===== src/rtl/id_stage_gen2.sv =====
// ARM decode stage: 16-entry register file, internal RAW hazard detection,
// optional same-cycle write-back bypass and a registered ID/EX boundary.
module id_stage_gen2 #(
   parameter int unsigned DATA_WIDTH    = 32,
   parameter int unsigned PC_WIDTH      = 32,
   parameter int unsigned WB_BYPASS     = 1,
   parameter int unsigned HAZ_MEM_CHECK = 1
) (
   input  logic                  clk,
   input  logic                  rst,
   input  logic                  instr_valid,
   input  logic [PC_WIDTH-1:0]   PC_in,
   input  logic [31:0]           instruction_in,
   input  logic [3:0]            Status_Register,
   input  logic                  stall_in,
   input  logic                  flush,
   input  logic                  WB_EN,
   input  logic [3:0]            WB_Dest,
   input  logic [DATA_WIDTH-1:0] WB_Value,
   input  logic                  EXE_WB_EN,
   input  logic [3:0]            EXE_Dest,
   input  logic                  MEM_WB_EN,
   input  logic [3:0]            MEM_Dest,
   output logic                  hazard_out,
   output logic                  valid_out,
   output logic                  MEM_R_EN_out,
   output logic                  MEM_W_EN_out,
   output logic                  WB_EN_out,
   output logic                  Imm_out,
   output logic                  B_out,
   output logic                  S_out,
   output logic [3:0]            EX_CMD_out,
   output logic [3:0]            Reg_src1,
   output logic [3:0]            Reg_src2,
   output logic [3:0]            Reg_Dest,
   output logic [11:0]           shifter_operand,
   output logic [23:0]           signed_immediate,
   output logic [PC_WIDTH-1:0]   PC_out,
   output logic [DATA_WIDTH-1:0] Val_Rn,
   output logic [DATA_WIDTH-1:0] Val_Rm,
   output logic [3:0]            SR_out
);

   localparam logic [3:0] CMD_MOV = 4'b0001;
   localparam logic [3:0] CMD_ADD = 4'b0010;
   localparam logic [3:0] CMD_ADC = 4'b0011;
   localparam logic [3:0] CMD_SUB = 4'b0100;
   localparam logic [3:0] CMD_SBC = 4'b0101;
   localparam logic [3:0] CMD_AND = 4'b0110;
   localparam logic [3:0] CMD_ORR = 4'b0111;
   localparam logic [3:0] CMD_EOR = 4'b1000;
   localparam logic [3:0] CMD_MVN = 4'b1001;

   typedef struct packed {
      logic                  valid;
      logic                  memR;
      logic                  memW;
      logic                  wb;
      logic                  imm;
      logic                  branch;
      logic                  sUpd;
      logic [3:0]            exCmd;
      logic [3:0]            src1;
      logic [3:0]            src2;
      logic [3:0]            dest;
      logic [11:0]           shOp;
      logic [23:0]           sImm;
      logic [PC_WIDTH-1:0]   pc;
      logic [DATA_WIDTH-1:0] valRn;
      logic [DATA_WIDTH-1:0] valRm;
      logic [3:0]            sr;
   } idex_t;

   logic [1:0] mode;
   logic [3:0] opcode;
   logic [3:0] cond;
   logic       immBit;
   logic       sBit;

   assign cond   = instruction_in[31:28];
   assign mode   = instruction_in[27:26];
   assign immBit = instruction_in[25];
   assign opcode = instruction_in[24:21];
   assign sBit   = instruction_in[20];

   logic [3:0] exCmd;
   logic       wbEn;
   logic       memREn;
   logic       memWEn;
   logic       branch;
   logic       sUpd;

   // Unrecognised data-processing opcodes decode to a NOP.
   always_comb begin
      exCmd  = 4'b0000;
      wbEn   = 1'b0;
      memREn = 1'b0;
      memWEn = 1'b0;
      branch = 1'b0;
      sUpd   = 1'b0;
      case (mode)
         2'b00: begin
            sUpd = sBit;
            wbEn = 1'b1;
            case (opcode)
               4'b1101: exCmd = CMD_MOV;
               4'b1111: exCmd = CMD_MVN;
               4'b0100: exCmd = CMD_ADD;
               4'b0101: exCmd = CMD_ADC;
               4'b0010: exCmd = CMD_SUB;
               4'b0110: exCmd = CMD_SBC;
               4'b0000: exCmd = CMD_AND;
               4'b1100: exCmd = CMD_ORR;
               4'b0001: exCmd = CMD_EOR;
               4'b1010: begin exCmd = CMD_SUB; wbEn = 1'b0; end
               4'b1000: begin exCmd = CMD_AND; wbEn = 1'b0; end
               default: begin wbEn = 1'b0; sUpd = 1'b0; end
            endcase
         end
         2'b01: begin
            exCmd  = CMD_ADD;
            memREn = sBit;
            memWEn = ~sBit;
            wbEn   = sBit;
         end
         2'b10: branch = 1'b1;
         default: ;
      endcase
   end

   logic flagN, flagZ, flagC, flagV;
   logic condPass;

   assign {flagN, flagZ, flagC, flagV} = Status_Register;

   always_comb begin
      condPass = 1'b0;
      case (cond)
         4'h0: condPass = flagZ;
         4'h1: condPass = ~flagZ;
         4'h2: condPass = flagC;
         4'h3: condPass = ~flagC;
         4'h4: condPass = flagN;
         4'h5: condPass = ~flagN;
         4'h6: condPass = flagV;
         4'h7: condPass = ~flagV;
         4'h8: condPass = flagC & ~flagZ;
         4'h9: condPass = ~flagC | flagZ;
         4'hA: condPass = (flagN == flagV);
         4'hB: condPass = (flagN != flagV);
         4'hC: condPass = ~flagZ & (flagN == flagV);
         4'hD: condPass = flagZ | (flagN != flagV);
         4'hE: condPass = 1'b1;
         default: condPass = 1'b0;
      endcase
   end

   logic [DATA_WIDTH-1:0] regFile_q [16];

   // Write-back keeps landing in the register file even while ID/EX is held.
   always_ff @(posedge clk) begin
      if (rst) begin
         for (int i = 0; i < 16; i++) regFile_q[i] <= '0;
      end else if (WB_EN) begin
         regFile_q[WB_Dest] <= WB_Value;
      end
   end

   logic [3:0]            src1;
   logic [3:0]            src2;
   logic [DATA_WIDTH-1:0] rdVal1;
   logic [DATA_WIDTH-1:0] rdVal2;
   logic                  bypass1;
   logic                  bypass2;

   assign src1    = instruction_in[19:16];
   assign src2    = memWEn ? instruction_in[15:12] : instruction_in[3:0];
   assign bypass1 = (WB_BYPASS != 0) && WB_EN && (WB_Dest == src1);
   assign bypass2 = (WB_BYPASS != 0) && WB_EN && (WB_Dest == src2);
   assign rdVal1  = bypass1 ? WB_Value : regFile_q[src1];
   assign rdVal2  = bypass2 ? WB_Value : regFile_q[src2];

   logic withSrc1;
   logic withSrc2;
   logic match1;
   logic match2;

   assign withSrc1 = !((exCmd == CMD_MOV) || (exCmd == CMD_MVN) || branch);
   assign withSrc2 = memWEn | ~immBit;
   assign match1   = (EXE_WB_EN && (EXE_Dest == src1)) ||
                     ((HAZ_MEM_CHECK != 0) && MEM_WB_EN && (MEM_Dest == src1));
   assign match2   = (EXE_WB_EN && (EXE_Dest == src2)) ||
                     ((HAZ_MEM_CHECK != 0) && MEM_WB_EN && (MEM_Dest == src2));

   assign hazard_out = instr_valid && !flush &&
                       ((withSrc1 && match1) || (withSrc2 && match2));

   idex_t idex_d;
   idex_t idex_q;

   // A failed condition still occupies the slot, with every control cleared.
   always_comb begin
      idex_d = idex_q;
      if (stall_in) begin
         idex_d = idex_q;
      end else if (flush || !instr_valid || hazard_out) begin
         idex_d = '0;
      end else begin
         idex_d        = '0;
         idex_d.valid  = 1'b1;
         idex_d.src1   = src1;
         idex_d.src2   = src2;
         idex_d.dest   = instruction_in[15:12];
         idex_d.shOp   = instruction_in[11:0];
         idex_d.sImm   = instruction_in[23:0];
         idex_d.pc     = PC_in;
         idex_d.valRn  = rdVal1;
         idex_d.valRm  = rdVal2;
         idex_d.sr     = Status_Register;
         if (condPass) begin
            idex_d.memR   = memREn;
            idex_d.memW   = memWEn;
            idex_d.wb     = wbEn;
            idex_d.imm    = immBit;
            idex_d.branch = branch;
            idex_d.sUpd   = sUpd;
            idex_d.exCmd  = exCmd;
         end
      end
   end

   always_ff @(posedge clk) begin
      if (rst) idex_q <= '0;
      else     idex_q <= idex_d;
   end

   assign valid_out        = idex_q.valid;
   assign MEM_R_EN_out     = idex_q.memR;
   assign MEM_W_EN_out     = idex_q.memW;
   assign WB_EN_out        = idex_q.wb;
   assign Imm_out          = idex_q.imm;
   assign B_out            = idex_q.branch;
   assign S_out            = idex_q.sUpd;
   assign EX_CMD_out       = idex_q.exCmd;
   assign Reg_src1         = idex_q.src1;
   assign Reg_src2         = idex_q.src2;
   assign Reg_Dest         = idex_q.dest;
   assign shifter_operand  = idex_q.shOp;
   assign signed_immediate = idex_q.sImm;
   assign PC_out           = idex_q.pc;
   assign Val_Rn           = idex_q.valRn;
   assign Val_Rm           = idex_q.valRm;
   assign SR_out           = idex_q.sr;

endmodule


===== config.mk =====
export PLATFORM = sky130hd
export DESIGN_NAME = id_stage_gen2
export DESIGN_NICKNAME = d
export VERILOG_FILES = /design/src/rtl/id_stage_gen2.sv
export SDC_FILE = /design/constraint.sdc
export NUM_CORES = 1
export LEC_CHECK = 0
export BUFFER_PORTS_ARGS = -buffer_cell sky130_fd_sc_hd__buf_4
export CAP_MARGIN = 20
export CORE_ASPECT_RATIO = 1.4
export CORE_MARGIN = 3
export CORE_UTILIZATION = 61
export DETAILED_ROUTE_END_ITERATION = 16
export HOLD_SLACK_MARGIN = 0.06
export PLACE_DENSITY = 0.81
export SLEW_MARGIN = 20
export SYNTH_ARGS = -nofsm -noshare
export SYNTH_HDL_FRONTEND = slang
export SYNTH_SLANG_ARGS = --single-unit

===== constraint.sdc =====
create_clock -name clk -period 4.07 [get_ports clk]
set_clock_uncertainty 0.05 [all_clocks]
set_input_delay 0.814 -clock clk [delete_from_list [all_inputs] [get_ports clk]]
set_output_delay 0.814 -clock clk [all_outputs]
set_load 0.03 [all_outputs]

After elaboration in Yosys (flattened, before gate mapping)

Memory sizes are Yosys's and may differ from the RTL's.
Index checks and enable logic that the tools add are counted.

Equal/unequal tests: 36
Mux-type cells: 23
Bitwise operators: 11
Reduce and logical (&&, ||, !) cells: 28

Operator list:

| operator                                                         | count |
|---|---|
| 159-bit two-way mux                                              | 1 |
| 32-bit two-way mux                                               | 3 |
| 4-bit == test (second input constant)                            | 13 |
| 4-bit one-hot mux with 9 select lines                            | 1 |
| 32-bit OR reduction                                              | 1 |
| 4-bit by 3-bit == test with 1-bit output (second input constant) | 7 |
| 4-bit == test                                                    | 6 |
| 1-bit one-hot mux with 15 select lines                           | 1 |
| 4-bit by 1-bit == test with 1-bit output (second input constant) | 3 |
| 4-bit by 2-bit == test with 1-bit output (second input constant) | 3 |
| 1-bit two-way mux                                                | 12 |
| 11-bit OR reduction                                              | 1 |
| 1-bit logical AND                                                | 10 |
| 10-bit two-way mux                                               | 1 |
| 9-bit OR reduction                                               | 1 |
| 4-bit logical NOT                                                | 2 |
| 4-bit two-way mux                                                | 2 |
| 4-bit one-hot mux with 2 select lines                            | 1 |
| 1-bit logical OR                                                 | 7 |
| 1-bit inverter                                                   | 6 |
| 2-bit OR reduction                                               | 2 |
| 1-bit logical NOT                                                | 3 |
| 1-bit OR                                                         | 3 |
| 1-bit bitwise AND                                                | 2 |
| other kinds (6)                                                  | 6 |

Bits in registers: 159
RAM bits: 512
Output and inout port bits: 160
Word-level logic and storage cells: 116
Memories: 1

Memory list:

| name      | words | bits a word | rd ports | clocked after Yosys merged registers in | wr ports | RTL line | RTL |
|---|---|---|---|---|---|---|---|
| regFile_q | 16    | 32          | 2        | 0                                       | 16       | 158      | `logic [DATA_WIDTH-1:0] regFile_q [16];` |

Depth between registers and ports, before layout

Depth in word-level cells: 13
Mapped depth: 12
Gate-level depth less buffers: 7

Worst setup path after synthesis

Ideal clock, no wire load.

Kind: input -> output
Start point: input port instruction_in[27]
End point: output port hazard_out
Arrival time: 2.921 ns
Path slack: 0.285 ns
Stages: 8
Cell sequence: buf_2 or3b_1 buf_2 mux2i_4 xnor2_1 or4_1 and3_1 nor2_1

Word-level cells in the longest chain between the ends: 9
Elaborated cells on any way between the ends: 22

RTL lines:

| element                                                                       | RTL line | RTL |
|---|---|---|
| start, declared                                                               | 13       | `input logic [31:0] instruction_in,` |
| 2-bit by 1-bit == test with 1-bit output or 2-bit logical NOT (tied branches) | 101      | `case (mode)` |
| 4-bit one-hot mux with 2 select lines or 1-bit two-way mux (tied branches)    | 101      |  |
| 4-bit by 1-bit == test with 1-bit output, or another cell as far along        | 188      | `assign withSrc1 = !((exCmd == CMD_MOV) \|\| (exCmd == CMD_MVN) \|\| branch);` |
| 1-bit logical OR, or another cell as far along (2 in a row)                   | 188      |  |
| 1-bit logical NOT or 1-bit logical OR (tied branches)                         | 188, 192 |  |
| 1-bit logical AND                                                             | 196      | `((withSrc1 && match1) \|\| (withSrc2 && match2));` |
| 1-bit logical OR *                                                            | 196      |  |
| 1-bit logical AND *                                                           | 195      | `assign hazard_out = instr_valid && !flush &&` |
| end, declared                                                                 | 24       | `output logic hazard_out,` |

Mark *: on every way between the ends. The rest lies on a longest branch, timed or not.

Worst setup path in the final report

Same ends and word-level chain as after synthesis.

==> impl_results.md <==
- Yosys top cell by area: edfxtp_1
- Placed cell area: 37400 sq um
- Sink Count: 651
- GRT Residual Overflow: 0
- Register area share after synthesis: 0.529
- Clock slew at reported path FFs: 0.06 ns
- Crit. Startpoint: instruction_in[27]
- Worst r2r dst: Val_Rn[31]
- Syn Area/Cell: 12.2 sq um
- Initial antenna violation count: 12
- Fmax: 0.263 GHz
- Die Wd: 207 um
- Slew @ Worst Pin: 1.03 ns
- CTS buffer count: 66
- Die H: 287 um
- Most instantiated cells after synthesis: 512 x and2_1, 512 x edfxtp_1, 268 x nand2_1
- CP required: 3.21 ns
- Status: finished, final reports clean
- Storage element area: 18200 sq um
- Synthesized Nets: 2925
- Worst hold start: PC_in[16]
- Met2 WL: 54600 um
- DP Cell Count: 3611
- Synth cell types: 60
- Largest net degree at the start of global routing: 97
- Fin area: 39600 sq um
- CP max stage cell: or3b_2
- Crit path DAT: 2.95 ns
- Critical Path Sink Type: output port
- Crit path time final: 3.81 ns
- Worst-Skew Late Latency: 0.63 ns
- Post-Syn Instances: 2805
- HP Class: primary input to register
- Critical-path maximum fanout: 10
- Register-to-register setup slack: 1.90 ns
- Vias/cell: 7.18
- Family with the most delay on the worst path: simple AND/OR/NAND/NOR gates
- Cell area after synthesis: 34300 sq um
- Gpl congestion: 0.894
- Max layer used: met5
- Final net count: 3072
- CP Cell Sequence: buf_4, or3b_2, mux2i_4, xnor2_1, or4_1, and3_1, nor2_1, buf_4
- First-pass GRT wire length: 171000 um
- Via count: 26877
- CP most frequent cell: buf_4
- Leakage: 14.8 nW
- CTS hold repair buffers: 0
- Layout cell share with drive strength beyond 1: 0.245
- Final-report setup violation count: 0
- Fill count: 3759
- Core area: 55500 sq um
- Hold path endpoint: PC_out[16]
- Slew HR: 0.314
- Yosys top cell area share: 0.448
- CTS tree: built
- Detail Route Antenna Nets: 0
- Die Area: 59200 sq um
- Port Buf Inserts: 279
- Drt first-iter violations: 3939
- Drc violations: 0
- DRT Wirelength: 118000 um
- Pre-antenna DRT Iters: 8
- Multi-input logic area: 15000 sq um
- H-tree levels: 3
- Worst R2R Start: regFile_q[3][31]
- Core Rows: 102
- Total GRT Usage: 0.396
- Number of synthesized flops with an enable pin: 512
- RSZ-0062 raised after global routing: no
- Post CTS Setup Buffer Count: 0
- Type of the worst setup path: primary input to output port
- Met1 Routed Length: 36500 um
- Worst path max stage delay: 0.59 ns
- Final Non-Filler Cells: 3741
- Ys Warns: 0
- Detailed Place HPWL: 69100 um
- Max Slew Vio Count: 0
- Hold Path Depth: 2
- Final period utilization: 0.936
- Initial Utilization: 0.618
- DR WL/cell: 31.5 um
- Peak supply drop: 0.000373 V
- Final Power: 16.1 mW
- Setup TNS Final: 0 ns
- Cell area power density: 407 nW/um^2
- Number of synthesized register bits: 651
- Reg2reg path depth: 4
- Number of global-route vias before repair: 27510
- Final Worst Setup Slack: 0.261 ns
- I/O pin count: 280
- Root cell of the clock tree: clkbuf_16
- Clk buf depth: 3
- Pre-CTS WS: 0.239 ns
- Final Hold Fails: 0
- Resize count post-CTS: 0
- Area Growth Syn to Fin: 15.2%
- Ys flop type: edfxtp_1
- Ys async rst share: 0
- Max-cap violation count: 0
- Met3 WL: 16000 um
- CP Launch Type: primary input
- Synth area leaders: edfxtp_1 45%, mux4_2 12%, and2_1 9.3%
- Sum of buffers and inverters on the critical path: 2
-- through the flow --
stage	utilization	hold slack (ns)
final	0.712	0.361
after global routing	0.712	0.350
after CTS	0.712	0.349
after detailed placement	0.673	0.395
after global placement	0.673	0.389
after floorplan	-	0.536
-- area by class of cell --
cell class	count	area share
diodes	8	0.000506
clock inverters	33	0.00721
flip-flops and latches	651	0.459
multi-input cells	1849	0.380
clock buffers	88	0.0464
inverters	10	0.000949
repair buffers	374	0.0823
well taps	728	0.0230
-- worst max path at each step --
stage	to	slack, ns	cells after the start
final	hazard_out	0.26	8
after global placement	hazard_out	0.28	8
after detailed placement	Val_Rm[23]	0.24	10
after CTS	hazard_out	0.29	8
after global routing	hazard_out	0.24	8
after floorplan	hazard_out	0.28	8
-- worst reg2reg max path: stages, from the launching register on --
cell,delay [ns]
edfxtp_1,0.41
mux4_2,0.50
mux4_2,0.47
mux2i_1,0.46
o21ai_0,0.14
-- kinds of logic after synthesis --
family	count (synthesis)	share of synthesized area
and+or+nand+nor	912	0.144
AOI/OAI and AO/OA	525	0.104
DFF	651	0.529
xor gates and xnor gates	31	0.00791
buffers and inverters	305	0.0367
muxes	381	0.178
-- registers in the layout, summed over array words and instances, names as in the netlist, 3 cells and up --
| register | count |
|---|---|
| PC_out | 32 |
| shifter_operand | 11 |
| SR_out | 4 |
| Reg_src2 | 4 |
| Val_Rm | 32 |
| Reg_src1 | 3 |
| Val_Rn | 32 |
| Reg_Dest | 3 |
| EX_CMD_out | 4 |
| regFile_q | 512 |
| signed_immediate | 7 |
-- routing by layer --
layer / vias to the layer above / global-route usage
met3: 705 / 0.120
met1: 12917 / 0.456
met4: 10 / 0.300
met5: - / 0
met2: 2430 / 0.619
li1: 10815 / -
-- power breakdown --
part | leakage [nW] | total (mW) | switching [mW] | internal (mW)
registers | 6.01 | 7.74 | 0.226 | 7.51
clock network | 1.04 | 6.05 | 2.65 | 3.40
logic | 7.71 | 2.32 | 1.38 | 0.946
-- cell usage in the layout, fill, tap and decap left out, types with 63 or more instances in the layout --
cell         n
and2_1     512
edfxtp_1   512
buf_4      337
nand2_1    268
mux4_2     180
mux2i_1    163
a21oi_1    143
dfxtp_1    139
clkbuf_16   68
o21ai_0     63
Power figures use the tool's default switching activity.
